===== src/rtl/link_tx_arb_if.sv =====
// Host-link TX sequencer port bundle: request side, byte TX handshake and status.
// Latency: none, plain wires between the sequencer and its neighbours.
// Backpressure: carried by tx_byte_cmplt, one byte in flight at a time.
interface link_tx_arb_if #(
  parameter int N_CH = 6,
  parameter int BW   = 6
);
  logic            host_break;
  logic [N_CH-1:0] req;
  logic            rr_mode;
  logic            tx_byte_cmplt;
  logic            last_byte;
  logic            tx_byte_go;
  logic [N_CH-1:0] grant;
  logic            byte_addr_en;
  logic [BW-1:0]   byte_idx;
  logic [N_CH-1:0] pending;
  logic            busy;
  logic            wdt_timeout;
  logic            frame_err;

  // Requester / byte-TX side.
  modport master (
    output host_break, req, rr_mode, tx_byte_cmplt, last_byte,
    input  tx_byte_go, grant, byte_addr_en, byte_idx, pending, busy, wdt_timeout, frame_err
  );

  // Sequencer side.
  modport slave (
    input  host_break, req, rr_mode, tx_byte_cmplt, last_byte,
    output tx_byte_go, grant, byte_addr_en, byte_idx, pending, busy, wdt_timeout, frame_err
  );
endinterface


===== src/rtl/link_tx_arb.sv =====
// Arbitrates sticky per-channel response requests onto a single byte transmitter.
// Latency: req -> pending 1 cycle, pending -> grant + tx_byte_go 1 cycle; all outputs registered.
// Backpressure: one byte in flight; next tx_byte_go only after tx_byte_cmplt, watchdog aborts a stall.
module link_tx_arb #(
  parameter int N_CH      = 6,
  parameter int WDT_LIMIT = 301,
  parameter int MAX_BYTES = 64,
  parameter int BW        = 6,
  parameter int GAP_CYC   = 4
) (
  input  logic         clk_25,
  input  logic         rst_n,
  link_tx_arb_if.slave bus
);
  localparam int SW = (N_CH > 1) ? $clog2(N_CH) : 1;
  localparam int WW = $clog2(WDT_LIMIT + 1);
  localparam int GW = (GAP_CYC > 1) ? $clog2(GAP_CYC) : 1;

  typedef enum logic [1:0] {IDLE = 2'd0, SEND = 2'd1, GAP = 2'd2} state_t;

  state_t          state, state_nx;
  logic [WW-1:0]   wdt, wdt_nx;
  logic [GW-1:0]   gap_cnt, gap_nx;
  logic [SW-1:0]   rr_ptr, rr_nx;
  logic [BW-1:0]   byte_idx, idx_nx;
  logic [N_CH-1:0] pending, pend_clr;
  logic [N_CH-1:0] grant, grant_nx;
  logic            tx_byte_go, go_nx;
  logic            byte_addr_en, addr_nx;
  logic            wdt_timeout, tmo_nx;
  logic            frame_err, ferr_nx;
  logic            busy;
  logic            frame_end;
  logic [SW-1:0]   fix_sel, rr_sel, sel, cand;

  // Winner for each arbitration mode: lowest set index, or first set index after rr_ptr.
  always_comb begin
    fix_sel = '0;
    rr_sel  = '0;
    cand    = '0;
    for (int i = N_CH - 1; i >= 0; i--) begin
      if (pending[i]) fix_sel = SW'(i);
    end
    for (int k = N_CH; k >= 1; k--) begin
      cand = SW'((int'(rr_ptr) + k) % N_CH);
      if (pending[cand]) rr_sel = cand;
    end
  end

  assign sel = bus.rr_mode ? rr_sel : fix_sel;

  // Next-state and next-output decision; host_break overrides every state.
  always_comb begin
    state_nx  = state;
    wdt_nx    = wdt;
    gap_nx    = gap_cnt;
    rr_nx     = rr_ptr;
    idx_nx    = byte_idx;
    pend_clr  = '0;
    grant_nx  = '0;
    go_nx     = 1'b0;
    addr_nx   = 1'b0;
    tmo_nx    = 1'b0;
    ferr_nx   = 1'b0;
    frame_end = 1'b0;
    if (bus.host_break) begin
      state_nx = IDLE;
      wdt_nx   = '0;
      gap_nx   = '0;
      idx_nx   = '0;
    end else begin
      case (state)
        IDLE: begin
          if (|pending) begin
            grant_nx[sel] = 1'b1;
            pend_clr[sel] = 1'b1;
            go_nx         = 1'b1;
            idx_nx        = '0;
            rr_nx         = sel;
            wdt_nx        = '0;
            state_nx      = SEND;
          end
        end
        SEND: begin
          if (wdt == WW'(WDT_LIMIT)) begin
            tmo_nx    = 1'b1;
            frame_end = 1'b1;
          end else if (bus.tx_byte_cmplt && bus.last_byte) begin
            frame_end = 1'b1;
          end else if (bus.tx_byte_cmplt && (byte_idx == BW'(MAX_BYTES - 1))) begin
            ferr_nx   = 1'b1;
            frame_end = 1'b1;
          end else if (bus.tx_byte_cmplt) begin
            go_nx   = 1'b1;
            addr_nx = 1'b1;
            idx_nx  = byte_idx + 1'b1;
            wdt_nx  = '0;
          end else if (wdt < WW'(WDT_LIMIT)) begin
            wdt_nx = wdt + 1'b1;
          end
        end
        GAP: begin
          if (gap_cnt == GW'(GAP_CYC - 1)) begin
            state_nx = IDLE;
            gap_nx   = '0;
          end else begin
            gap_nx = gap_cnt + 1'b1;
          end
        end
        default: state_nx = IDLE;
      endcase
      // A zero-length gap drops straight back to IDLE.
      if (frame_end) begin
        state_nx = (GAP_CYC == 0) ? IDLE : GAP;
        gap_nx   = '0;
      end
    end
  end

  // State register, counters and registered outputs.
  always_ff @(posedge clk_25 or negedge rst_n) begin
    if (!rst_n) begin
      state        <= IDLE;
      wdt          <= '0;
      gap_cnt      <= '0;
      rr_ptr       <= SW'(N_CH - 1);
      byte_idx     <= '0;
      grant        <= '0;
      tx_byte_go   <= 1'b0;
      byte_addr_en <= 1'b0;
      wdt_timeout  <= 1'b0;
      frame_err    <= 1'b0;
      busy         <= 1'b0;
    end else begin
      state        <= state_nx;
      wdt          <= wdt_nx;
      gap_cnt      <= gap_nx;
      rr_ptr       <= rr_nx;
      byte_idx     <= idx_nx;
      grant        <= grant_nx;
      tx_byte_go   <= go_nx;
      byte_addr_en <= addr_nx;
      wdt_timeout  <= tmo_nx;
      frame_err    <= ferr_nx;
      busy         <= (state_nx != IDLE);
    end
  end

  // Sticky request flags; a new request beats the clear of the channel being granted.
  always_ff @(posedge clk_25 or negedge rst_n) begin
    if (!rst_n) pending <= '0;
    else        pending <= (pending & ~pend_clr) | bus.req;
  end

  assign bus.tx_byte_go   = tx_byte_go;
  assign bus.grant        = grant;
  assign bus.byte_addr_en = byte_addr_en;
  assign bus.byte_idx     = byte_idx;
  assign bus.pending      = pending;
  assign bus.busy         = busy;
  assign bus.wdt_timeout  = wdt_timeout;
  assign bus.frame_err    = frame_err;
endmodule

===== src/flat_wrapper.sv =====
// flat-port wrapper written by rule: the top's interface ports become plain ports
module link_tx_arb_flat 
#(
  parameter int N_CH      = 6,
  parameter int WDT_LIMIT = 301,
  parameter int MAX_BYTES = 64,
  parameter int BW        = 6,
  parameter int GAP_CYC   = 4
)
  (clk_25, rst_n, bus_host_break, bus_req, bus_rr_mode, bus_tx_byte_cmplt, bus_last_byte, bus_tx_byte_go, bus_grant, bus_byte_addr_en, bus_byte_idx, bus_pending, bus_busy, bus_wdt_timeout, bus_frame_err);
  link_tx_arb_if #(.N_CH(N_CH), .BW(BW)) bus_i ();
  input  logic clk_25;
  input  logic rst_n;
  input wire logic [$bits(bus_i.host_break)-1:0] bus_host_break;
  input wire logic [$bits(bus_i.req)-1:0] bus_req;
  input wire logic [$bits(bus_i.rr_mode)-1:0] bus_rr_mode;
  input wire logic [$bits(bus_i.tx_byte_cmplt)-1:0] bus_tx_byte_cmplt;
  input wire logic [$bits(bus_i.last_byte)-1:0] bus_last_byte;
  output wire logic [$bits(bus_i.tx_byte_go)-1:0] bus_tx_byte_go;
  output wire logic [$bits(bus_i.grant)-1:0] bus_grant;
  output wire logic [$bits(bus_i.byte_addr_en)-1:0] bus_byte_addr_en;
  output wire logic [$bits(bus_i.byte_idx)-1:0] bus_byte_idx;
  output wire logic [$bits(bus_i.pending)-1:0] bus_pending;
  output wire logic [$bits(bus_i.busy)-1:0] bus_busy;
  output wire logic [$bits(bus_i.wdt_timeout)-1:0] bus_wdt_timeout;
  output wire logic [$bits(bus_i.frame_err)-1:0] bus_frame_err;
  assign bus_i.host_break = bus_host_break;
  assign bus_i.req = bus_req;
  assign bus_i.rr_mode = bus_rr_mode;
  assign bus_i.tx_byte_cmplt = bus_tx_byte_cmplt;
  assign bus_i.last_byte = bus_last_byte;
  assign bus_tx_byte_go = bus_i.tx_byte_go;
  assign bus_grant = bus_i.grant;
  assign bus_byte_addr_en = bus_i.byte_addr_en;
  assign bus_byte_idx = bus_i.byte_idx;
  assign bus_pending = bus_i.pending;
  assign bus_busy = bus_i.busy;
  assign bus_wdt_timeout = bus_i.wdt_timeout;
  assign bus_frame_err = bus_i.frame_err;
  link_tx_arb #(.N_CH(N_CH), .WDT_LIMIT(WDT_LIMIT), .MAX_BYTES(MAX_BYTES), .BW(BW), .GAP_CYC(GAP_CYC)) u_core (.clk_25(clk_25), .rst_n(rst_n), .bus(bus_i));
endmodule

===== config.mk =====
export PLATFORM = sky130hd
export DESIGN_NAME = link_tx_arb_flat
export DESIGN_NICKNAME = d
export VERILOG_FILES = /design/src/rtl/link_tx_arb_if.sv /design/src/rtl/link_tx_arb.sv /design/src/flat_wrapper.sv
export SDC_FILE = /design/constraint.sdc
export NUM_CORES = 1
export LEC_CHECK = 0
export ABC_AREA = 1
export CORE_UTILIZATION = 60
export DETAILED_ROUTE_END_ITERATION = 8
export GPL_ROUTABILITY_DRIVEN = 0
export MAX_ROUTING_LAYER = met4
export PLACE_DENSITY = 0.85
export SLEW_MARGIN = 20
export SYNTH_ARGS = -nofsm -noshare
export SYNTH_HDL_FRONTEND = slang
export SYNTH_SLANG_ARGS = --single-unit

===== constraint.sdc =====
create_clock -name clk_25 -period 7.95 [get_ports clk_25]
set_clock_uncertainty 0.2 [all_clocks]
set_input_delay 1.59 -clock clk_25 [delete_from_list [all_inputs] [get_ports clk_25]]
set_output_delay 1.59 -clock clk_25 [all_outputs]
set_load 0.01 [all_outputs]

; Word level (Yosys, flattened, before mapping)
; Index checks and enable logic that the tools add are counted.
[op_classes]
add_sub_neg = 9
n_div = 6
order_cmp = 9
eq_ne = 11
n_mux = 75
n_bitwise = 4
reduce_logical = 11
[op_table]
columns = operator, count
row1 = remainder unit 32 x 4 -> 32 bit (second input constant), 6
row2 = 2-to-1 mux 9 bit, 7
row3 = 2-to-1 mux 6 bit, 9
row4 = 2-to-1 mux 3 bit, 13
row5 = less-than comparator 3 x 4 -> 1 bit (second input constant), 7
row6 = 2-to-1 mux 1 bit, 27
row7 = binary-select mux 1 bit (select 3 bit), 6
row8 = case mux 9 bit (2 select lines), 1
row9 = 2-to-1 mux 2 bit, 8
row10 = adder 3 x 3 -> 4 bit (second input constant), 3
row11 = != test 3 bit (second input constant), 4
row12 = case mux 6 bit (2 select lines), 1
row13 = AND reduction 6 bit, 2
row14 = adder 9 x 1 -> 9 bit (second input constant), 1
row15 = equality test 9 bit (second input constant), 1
row16 = less-than comparator 9 bit (second input constant), 1
row17 = adder 3 x 2 -> 4 bit (second input constant), 2
row18 = adder 6 x 1 -> 6 bit (second input constant), 1
row19 = AND 6 bit, 1
row20 = equality test 6 bit (second input constant), 1
row21 = NOT 6 bit, 1
row22 = OR 6 bit, 1
row23 = case mux 2 bit (3 select lines), 1
row24 = nonzero test 3 bit, 2
row25 = other kinds (15), 18
[totals]
regBits = 39
in_bits = 12
output_inout_bits = 23
word_cells = 137

; Depth between registers and ports, before layout
[logic_depth]
ltp_word = 21
depth_mapped = 28
ltp_nobuf = 28

; Worst setup path before layout
; Ideal clock, no wire load.
[synth_path]
path_kind = reg-to-reg
start = reg u_core.rr_ptr[0]
end = reg u_core.pending[1], in the netlist u_core.bus.pending[1]
setup_time_ns = 0.117
arrival_time_ns = 2.936
required_time_ns = 7.633
slack_ns = 4.697
stages_incl_launch_ff = 27
path_buffers = 2
period_less_slack_ns = 3.253
path_cell_list = dfstp_2 > buf_4 > clkbuf_8 > inv_1 > ha_1 > xnor2_2 > ha_1 > nor2_1 > nand2_1 > nand2_2 > nand2_2 > nand2_2 > nand2_1 > nand2_1 > nand3_2 > nand2_2 > nor2_1 > nand2_1 > nand2_1 > nand2_1 > nand2_1 > nand2_1 > nand2_2 > a21oi_4 > nand3_2 > nand2_1 > nand2_1
[synth_between]
elab_chain_cells = 21
word_cells_on_any_way = 42
cone_classes = add/sub (6) / div (6) / order compare (2) / mux (24) / bitwise (3) / reduce/logical (1)
[synth_lines]
columns = item, line_no
row1 = from (decl), link_tx_arb.sv:24  ; logic [SW-1:0] rr_ptr, rr_nx;
row2 = from (signal assigned), link_tx_arb.sv:126  ; rr_ptr <= SW'(N_CH - 1);
row3 = from (signal assigned), link_tx_arb.sv:138  ; rr_ptr <= rr_nx;
row4 = adder 3 x 3 -> 4 bit, link_tx_arb.sv:45  ; cand = SW'((int'(rr_ptr) + k) % N_CH);
row5 = remainder unit 32 x 4 -> 32 bit, link_tx_arb.sv:45
row6 = binary-select mux 1 bit (select 3 bit), link_tx_arb.sv:46  ; if (pending[cand]) rr_sel = cand;
row7 = 2-to-1 mux 1 bit (implied by the code), link_tx_arb.sv:46
row8 = 2-to-1 mux 3 bit (5 in series), link_tx_arb.sv:46
row9 = 2-to-1 mux 3 bit *, link_tx_arb.sv:46
row10 = 2-to-1 mux 3 bit *, link_tx_arb.sv:50  ; assign sel = bus.rr_mode ? rr_sel : fix_sel;
row11 = less-than comparator 3 x 4 -> 1 bit (implied by the code) or greater-or-equal comparator 3 x 1 -> 1 bit (tied branches), link_tx_arb.sv:76  ; pend_clr[sel] = 1'b1;
row12 = logical AND 1 bit (implied by the code), link_tx_arb.sv:76
row13 = 2-to-1 mux 1 bit (implied by the code), link_tx_arb.sv:76
row14 = demux 1 bit (select 3 bit) *, n/a
row15 = 2-to-1 mux 6 bit *, link_tx_arb.sv:74  ; if (|pending) begin
row16 = 2-to-1 mux 6 bit *, link_tx_arb.sv:72  ; case (state)
row17 = 2-to-1 mux 6 bit *, link_tx_arb.sv:66  ; if (bus.host_break) begin
row18 = NOT 6 bit *, link_tx_arb.sv:152  ; else pending <= (pending & ~pend_clr) | bus.req;
row19 = AND 6 bit *, link_tx_arb.sv:152
row20 = OR 6 bit *, link_tx_arb.sv:152
row21 = to (signal assigned), link_tx_arb.sv:152
row22 = to (decl), link_tx_arb.sv:26  ; logic [N_CH-1:0] pending, pend_clr;
; Every way passes the cells marked *; elsewhere a longest branch is shown, timed or not. The select of a mux whose other input is x is not followed.
; A chain may end at the register's enable or synchronous reset.

; Final worst setup path
[layout_path]
start = in bus_host_break
end = reg u_core.wdt[7]
[layout_between]
elab_chain_cells = 2
word_cells_on_any_way = 8
cone_classes = eq/ne (5) / mux (1) / reduce/logical (2)
[layout_lines]
columns = item, line_no
row1 = from (decl), flat_wrapper.sv:14  ; input wire logic [$bits(bus_i.host_break)-1:0] bus_host_break;
row2 = != test 4 x 3 -> 1 bit (no source line) (tied with other cells), n/a
row3 = AND reduction 6 bit (no source line), n/a
row4 = to (signal assigned), link_tx_arb.sv:136  ; wdt <= wdt_nx;
row5 = to (decl), link_tx_arb.sv:22  ; logic [WW-1:0] wdt, wdt_nx;
; Parallel ways exist; a longest one is shown, timed or not.

==> impl_metrics.tcl <==
set metrics [dict create \
    synthMuxAreaShare 0.00345 \
    worst_skew_pair.late_latency_ns 0.30 \
    drv_slew 0 \
    wl_met3_um 318 \
    grt_antenna_before_repair 0 \
    outcome "completed" \
    netlist.area_leader.share 0.319 \
    syn-cell-area_um2 2900 \
    wl_met1_um 2660 \
    synth_xor_area_frac 0.0116 \
    routed.top_layer "met4" \
    synthDistinctLibCells 43 \
    worstPathArrival_ns 3.86 \
    start_util 0.644 \
    power_density_nw_per_um2 364 \
    via_per_inst 5.54 \
    hold_start "u_core.wdt[3]$_DFFE_PN0P_" \
    cts_resized 0 \
    wl_met2_um 3340 \
    maxSlewHeadroom 0.426 \
    via_count 2654 \
    cts_hold_buf 0 \
    cp-end-kind "register" \
    antennaDiodeCount 0 \
    final_nets 456 \
    synth_compound_area_frac 0.117 \
    dr.pass1.iters 5 \
    cp.required_ns 7.96 \
    drive_gt1_frac 0.155 \
    grt_max_degree 40 \
    dieArea_um2 5120 \
    synth_fa_ha_area_frac 0.0777 \
    synthCells 387 \
    dpl.cell_count 471 \
    maxCapViolCount 0 \
    wl_um 6410 \
    rrSetupSlack_ns 4.28 \
    cts_sinks 39 \
    tns_ns 0 \
    p_seq_frac 0.218 \
    combPwrFrac 0.658 \
    yosysTopAreaCell "dfrtp_1" \
    ir_drop_mv 0.185 \
    hold_violations 0 \
    cts_tree "built" \
    dieHeight_um 71.5 \
    cts.path.max_buffers 2 \
    grt_use_total 0.277 \
    synth_top_family_by_area "simple AND/OR/NAND/NOR gates" \
    fmax_ghz 0.260 \
    io_buffers 34 \
    whs_endpoint "u_core.wdt[3]$_DFFE_PN0P_" \
    reg2reg_depth 22 \
    crit_type "in -> reg" \
    drc_errors 0 \
    io_pins 35 \
    p_sw_frac 0.514 \
    finalInstanceArea_um2 3380 \
    post_cts_buffers 0 \
    rsz0062_at_grt "no" \
    synth_nets 417 \
    placed_cell_area_um2 3280 \
    post-route-period-util 0.484 \
    setup_violations 0 \
    clk_pin_slew_ns 0.08 \
    synthSimpleGateAreaFrac 0.353 \
    final_common_cell "nand2_1" \
    worst_pin_slew_ns 0.860 \
    ys_seq_elements 39 \
    internal_power_w 0.000599 \
    rr_startpoint "u_core.rr_ptr[0]$_DFFE_PN1P_" \
    ys_warn_count 0 \
    htreeDepth 2 \
    drt_iter0_drc 140 \
    cts_buffers 5 \
    antenna_left 0 \
    rr_endpoint "u_core.bus.pending[1]$_DFF_PN0_" \
    fin_cells 479 \
    clock_power_share 0.124 \
    grt_pass1_wl_um 10800 \
    fp.coreArea_um2 4500 \
    avgSynthCellArea_um2 7.49 \
    synth_area_leaders "dfrtp_1, nand2_1, inv_1, ha_1, nor2_1" \
    row_count 24 \
    yosysSeqAreaShare 0.337 \
    synthToLayoutAreaGrowth_pct 16.7 \
    start_kind "primary input" \
    grt_remaining_overflow 0 \
    leakagePower_nw 1.67 \
    hold_path_class "reg -> reg" \
    first_global_vias 2516 \
    path_max_fanout 10 \
    root_buffer "clkbuf_8" \
    min_delay_path_depth 2 \
    post-route-min-period_ns 3.85 \
    net-switching-power_w 0.000632 \
    final_cell_mix "nand2_1, inv_1, dfrtp_1, nor2_1, clkdlybuf4s50_1" \
    die_w_um 71.5 \
    wl_per_cell_um 13.4 \
    dp_hpwl_um 4800 \
]
## critical path: stages
cell and delay [ns]:
clkdlybuf4s50_1 0.58, inv_1 0.11, nand2_1 0.15, nor2_1 0.10
inv_1 0.11, a311oi_1 0.06, nor2_1 0.47, inv_1 0.23
o21ai_0 0.22, nor3b_1 0.22
## cells by family (layout without fill, tap and decap cells)
| group | after synthesis | in the layout |
|---|---|---|
| AND/OR/NAND/NOR | 205 | 205 |
| buffers and inverters | 72 | 112 |
| AO/OA/AOI/OAI | 49 | 49 |
| flip-flops | 39 | 39 |
| adder cells (fa/ha/maj) | 18 | 18 |
| XOR/XNOR | 3 | 3 |
| multiplexers | 1 | 1 |
## metal layers
| layer | global-route usage | vias up |
|---|---|---|
| met4 | 0.0915 | 0 |
| met5 | - | - |
| met3 | 0.0506 | 11 |
| li1 | - | 1326 |
| met2 | 0.486 | 92 |
| met1 | 0.323 | 1225 |
## how the worst max path moves through the flow
| stage | from | end | slack, ns | cells past startpoint |
|---|---|---|---|---|
| 4_1_cts | bus_host_break | u_core.wdt[7]$_DFFE_PN0P_ | 4.18 | 10 |
| 3_5_place_dp | bus_host_break | u_core.wdt[7]$_DFFE_PN0P_ | 3.90 | 10 |
| 6_report | bus_host_break | u_core.wdt[7]$_DFFE_PN0P_ | 4.10 | 10 |
| 5_1_grt | bus_host_break | u_core.wdt[7]$_DFFE_PN0P_ | 3.91 | 10 |
| 3_3_place_gp | bus_host_break | u_core.wdt[7]$_DFFE_PN0P_ | 4.09 | 10 |
| 2_1_floorplan | u_core.rr_ptr[0]$_DFFE_PN1P_ | u_core.bus.pending[1]$_DFF_PN0_ | 4.70 | 26 |
## synth_stat cells, drive strengths merged
cell     instances
nor2            42
a2111oi          1
xor2             2
o31ai            1
nand2          104
a311oi           1
o21a             1
a21o             1
nand4           10
a21oi           16
nor4             2
inv             69
and3             2
clkbuf           1
ha              18
o21bai           3
nor3            11
o22ai            1
nor3b            3
a211oi           2
xnor2            1
a22o             1
clkinv           1
mux2i            1
dfstp            2
dfrtp           37
or2              2
a31oi            1
buf              1
nand3           29
o211ai           1
o21ai           19
## stage by stage
step	power (W)	utilization	worst slack [ns]	hold slack [ns]
3_5_place_dp	0.00107	0.728	3.90	0.340
5_1_grt	0.00134	0.751	3.91	0.378
2_1_floorplan	0.000916	-	4.70	0.306
6_report	0.00123	0.751	4.10	0.349
4_1_cts	0.00123	0.751	4.18	0.352
3_3_place_gp	0.00104	0.728	4.09	0.330
## state kept, by name, summed over array words and instances (netlist names), 2 cells and up
name	count
u_core.gap_cnt	2
u_core.rr_ptr	3
u_core.bus.grant	6
u_core.wdt	9
u_core.state	2
u_core.bus.byte_idx	6
u_core.bus.pending	6
## final cells by class
type	instances	area, µm²
Clock buffer	7	96.3
Sequential cell	39	978
Multi-Input combinational cell	276	1630
Timing Repair Buffer	34	335
Clock inverter	1	7.51
Fill cell	348	1120
Tap cell	52	65.1
Inverter	70	268
## power groups by stage
stage                     Sequential, W  Clock (W)  Combinational [W]
after floorplan                0.000262          0           0.000654
after global placement         0.000269          0           0.000774
after detailed placement       0.000271          0           0.000802
after CTS                      0.000267   0.000153           0.000807
after global routing           0.000273   0.000163           0.000903
final                          0.000268   0.000152           0.000810
Note: power is estimated with default switching activity, not from simulation.
